$ cat src/rtl/fetch_unit.sv
// Instruction fetch stage: owns the PC, issues pipelined word reads to instruction
// memory and buffers returned words in a small FIFO that feeds the control decoder.
module fetch_unit #(
   parameter logic [31:0] RESET_PC = 32'h0000_0000,
   parameter int          DEPTH    = 2,
   parameter logic [31:0] BUBBLE   = 32'h4400_0000
) (
   input  logic        clk,
   input  logic        reset,
   output logic        imem_req,
   output logic [31:0] imem_addr,
   input  logic        imem_gnt,
   input  logic [31:0] imem_rdata,
   input  logic        redirect,
   input  logic [31:0] redirect_pc,
   output logic [31:0] ins,
   output logic [31:0] ins_pc,
   output logic [31:0] ins_pc_plus4,
   output logic        ins_valid,
   input  logic        ins_ready
);

   localparam int PW = $clog2(DEPTH);
   localparam int CW = $clog2(DEPTH + 1) + 1;
   localparam logic [PW-1:0] LAST = PW'(DEPTH - 1);
   localparam logic [CW-1:0] CAP  = CW'(DEPTH);

   logic [31:0]   pc_q, pc_d;
   logic [31:0]   wordMem_q [DEPTH];
   logic [31:0]   pcMem_q [DEPTH];
   logic [PW-1:0] rdPtr_q, rdPtr_d;
   logic [PW-1:0] wrPtr_q, wrPtr_d;
   logic [CW-1:0] count_q, count_d;
   logic          inflight_q, inflight_d;
   logic [31:0]   inflightPc_q, inflightPc_d;
   logic          squash_q, squash_d;
   logic          pop;
   logic          push;
   logic          accept;
   logic [CW-1:0] occupancy;

   function automatic logic [PW-1:0] nextPtr(input logic [PW-1:0] p);
      return (p == LAST) ? '0 : p + PW'(1);
   endfunction

   assign ins_valid    = (count_q != '0);
   assign ins          = ins_valid ? wordMem_q[rdPtr_q] : BUBBLE;
   assign ins_pc       = ins_valid ? pcMem_q[rdPtr_q] : 32'h0;
   assign ins_pc_plus4 = ins_pc + 32'd4;

   // Words already buffered plus the one in flight must still fit after this cycle's pop,
   // so a new request is only issued when its response is guaranteed a free slot.
   assign pop       = ins_valid && ins_ready && !redirect;
   assign push      = inflight_q && !squash_q;
   assign occupancy = count_q + CW'(inflight_q) - CW'(pop);
   assign imem_req  = !reset && !redirect && (occupancy < CAP);
   assign imem_addr = pc_q;
   assign accept    = imem_req && imem_gnt;

   always_comb begin
      pc_d         = pc_q;
      rdPtr_d      = rdPtr_q;
      wrPtr_d      = wrPtr_q;
      count_d      = count_q + CW'(push) - CW'(pop);
      inflight_d   = accept;
      inflightPc_d = accept ? pc_q : inflightPc_q;
      squash_d     = 1'b0;
      if (accept) pc_d = pc_q + 32'd4;
      if (push) wrPtr_d = nextPtr(wrPtr_q);
      if (pop) rdPtr_d = nextPtr(rdPtr_q);
      // A redirect discards everything younger, including a response landing next cycle.
      if (redirect) begin
         pc_d       = {redirect_pc[31:2], 2'b00};
         rdPtr_d    = '0;
         wrPtr_d    = '0;
         count_d    = '0;
         inflight_d = 1'b0;
         squash_d   = inflight_q;
      end
   end

   always_ff @(posedge clk) begin
      if (reset) begin
         pc_q         <= RESET_PC;
         rdPtr_q      <= '0;
         wrPtr_q      <= '0;
         count_q      <= '0;
         inflight_q   <= 1'b0;
         inflightPc_q <= 32'h0;
         squash_q     <= 1'b0;
      end else begin
         pc_q         <= pc_d;
         rdPtr_q      <= rdPtr_d;
         wrPtr_q      <= wrPtr_d;
         count_q      <= count_d;
         inflight_q   <= inflight_d;
         inflightPc_q <= inflightPc_d;
         squash_q     <= squash_d;
      end
   end

   // Storage needs no reset: count_q alone decides which entries are live.
   always_ff @(posedge clk) begin
      if (push) begin
         wordMem_q[wrPtr_q] <= imem_rdata;
         pcMem_q[wrPtr_q]   <= inflightPc_q;
      end
   end

endmodule

$ cat config.mk
export PLATFORM = sky130hd
export DESIGN_NAME = fetch_unit
export DESIGN_NICKNAME = d
export VERILOG_FILES = /design/src/rtl/fetch_unit.sv
export SDC_FILE = /design/constraint.sdc
export NUM_CORES = 1
export LEC_CHECK = 0
export BUFFER_PORTS_ARGS = -buffer_cell sky130_fd_sc_hd__buf_2
export CORE_UTILIZATION = 54
export DETAILED_ROUTE_END_ITERATION = 8
export PLACE_DENSITY = 0.76
export SLEW_MARGIN = 15
export SYNTH_ARGS = -nofsm -noshare
export SYNTH_HDL_FRONTEND = slang
export SYNTH_SLANG_ARGS = --single-unit
$ cat constraint.sdc
create_clock -name clk -period 5.28 [get_ports clk]
set_clock_uncertainty 0.05 [all_clocks]
set_input_delay 0.528 -clock clk [delete_from_list [all_inputs] [get_ports clk]]
set_output_delay 0.528 -clock clk [all_outputs]
set_load 0.05 [all_outputs]
==> results.md <==
* RR Endpoint: imem_addr[21]$_SDFFE_PP0P_
* Hold Crit Class: in2reg
* Crit Path Max Fanout at 42
* Router iterations before antenna repair at 5
* Setup TNS at 0 ns
* CTS sink cnt at roughly 190
* Syn. warnings at 0
* Drt via density at roughly 5.3
* Nets at 1034
* Number of global-route vias before repair at a little under 6k
* Slew margin rel. at 23.3%
* DRC at 0
* Initial DRC count at 497
* Detailed Route WL at 19.2 mm
* Outcome: complete, no violations
* Final min period at about 4 ns
* Die Y at 129 um
* Post-CTS setup buffers at 0
* Vias at 6346
* CTS tree: built
* Post-DR wirelength/cell at 16.2 um
* Finished Core Util at between 60% and 70%
* Tcrit/Tclk final at about three quarters
* GRT Util Overall at around a quarter
* F_max at 0.256 GHz
* Worst vdd ir at 0.259 mV
* Post-synthesis cell count at 784
* Critical Path Start Type: flop
* Post-placement cell area at 9840 um^2
* CTS max path bufs at 2
* Number of synthesized flops with an enable pin at 124
* Setup violators final at 0
* Cell area after layout at 10400 um^2
* Seq/Total Area, Yosys at 57.9%
* Fill cells at roughly 1.3k
* Row cnt at between 40 and 50
* CP endpoint: ins_pc_plus4[24]
* Synth top area share at 42.4%
* IO buf count at 190
* IO Pins at 199
* Worst R2R Path Depth at 11
* Starting Density at 55.2%
* Initial antenna violation count at 0
* Final Hold Fails at 0
* Post-synth top flop: edfxtp_1
* Ys async rst share at 0%
* RSZ-0062 raised after global routing: no
* Unique masters post-synth at 63
* Cell with the most instances after synthesis: edfxtp_1
* Clock-pin slew on the worst setup and hold paths at 0.07 ns
* Syn avg cell area at 11.2 um^2
* Synth Register Bits at 192
* # hold bufs at CTS at 0
* Synth top area cells: edfxtp_1 (42%), dfxtp_1 (16%), mux2i_1 (7.0%)
* R2R Setup Slk at 1.65 ns
* Min-delay src: imem_rdata[26]
* Diode count at 0
* Largest net degree at the start of global routing at between 60 and 70
* Proportion of layout cells with a drive suffix above 1 at 26.3%
* Hpwl dp at 13.6 mm
* Area grow syn2layout at 18.4%
* Tot Pwr at 3160 uW
* Pwr/cell area at 304 nW/um^2
* GPL Wtd Cong at 0.862
* CTS Buf Count at 17
* PostCTS Resize Cnt at 0
* Routed Antenna Nets at 0
* WP data required at roughly 4.7 ns
* Tightest Pin Transition at 1.15 ns
* Fin. max-slew vios at 0
* # H-tree levels at 4
* Worst hold slack at ~0.24 ns
* Max-cap violations at 0
* Critical Path End Type: primary output
* Die Width at 129 um
* Arr. time, crit path at 3.33 ns
* RR Startpoint: count_q[1]$_SDFF_PP0_
* Post-synth top area cell: edfxtp_1
* Leakage at roughly 0.0040 uW
* Die ar. at 16800 um^2
* First-pass GRT wire length at ~30 mm
* WS Path Type: reg2out
* Clock Root Buffer: clkbuf_16
* Most frequent cells after synthesis: edfxtp_1 (124), nand2_1 (104), nor2_1 (80)
* Post-Synthesis Cell Area at 8780 um^2
* Final global-route overflow total at 0
* Clock Latency Late Sink at approximately 0.42 ns
* Core area at between 15000 and 20000 um^2
## state kept, by name, summed over array words and instances (netlist names), named ones only
register      count
wordMem_q        64
count_q           3
wrPtr_q           1
imem_addr        30
rdPtr_q           1
inflightPc_q     30
pcMem_q          60
inflight_q        1
squash_q          1
## layer usage
metal	vias up	GRT usage, %	wire length [um]
met5	-	0	0
met4	0	7.05	210
met3	13	5.33	1450
met2	233	37.9	8790
met1	2928	31.4	8770
li1	3172	-	-
## where the power goes
part / switching (uW) / internal, uW / total (uW)
registers: 36.4 / 1630 / 1670
logic: 228 / 81.2 / 309
clock network: 535 / 652 / 1190
## cells by family (layout without fill, tap and decap cells)
group	after synthesis	after routing	share of synthesized area [%]
simple gates	306	306	17.7
flops	192	192	57.9
compound gates	110	110	7.86
mux	63	63	7.21
buf+inv	61	245	3.59
xor+xnor	46	46	4.75
fa+ha+maj	5	5	0.884
other cells	1	6	0.0427
## placed cells by master, fill, tap and decap left out, drive strengths merged, types with 4 or more instances in the layout
master and count:
a211oi 12, a21oi 51, a22oi 4, a31oi 10
and2 9, and3 8, buf 199, clkbuf 20
clkinv 6, conb 6, dfxtp 68, edfxtp 124
inv 16, mux2i 61, nand2 104, nand3 25
nand3b 11, nand4 21, nor2 81, nor2b 4
nor3 18, nor4 9, o211ai 5, o21ai 10
o22ai 5, xnor2 16, xor2 29
## worst min-delay path by stage
stage	end	depth (start not counted)
2_1_floorplan	pcMem_q[0][10]$_DFFE_PP_	0
3_3_place_gp	pcMem_q[0][7]$_DFFE_PP_	0
3_5_place_dp	pcMem_q[1][18]$_DFFE_PP_	0
4_1_cts	wordMem_q[0][26]$_DFFE_PP_	1
5_1_grt	wordMem_q[0][26]$_DFFE_PP_	1
6_report	wordMem_q[0][26]$_DFFE_PP_	1
## critical path, cell delays in order, from the launching register on
cell	delay, ns
dfxtp_4	0.72
mux2i_1	0.21
nor2_1	0.17
ha_1	0.20
nor4b_2	0.47
nand4_4	0.31
nor3_1	0.32
xor2_1	0.17
buf_2	0.29
## cell type report
type / count / area [um^2] / area share, %
clock buffer: 20 / 437 / 4.20
sequential: 192 / 5090 / 49.0
inverter: 14 / 52.6 / 0.506
clock inverter: 12 / 111 / 1.07
multi-input combinational: 536 / 3410 / 32.8
tap: 216 / 270 / 2.60
timing repair buffer: 199 / 1020 / 9.80
## stage by stage
stage	std cells	worst slack [ns]
2_1_floorplan	789	0.827
4_1_cts	1189	1.30
5_1_grt	1189	1.08
6_report	1189	1.37
3_3_place_gp	1157	1.65
3_5_place_dp	1157	1.60
(Power assumes the default switching activity.)
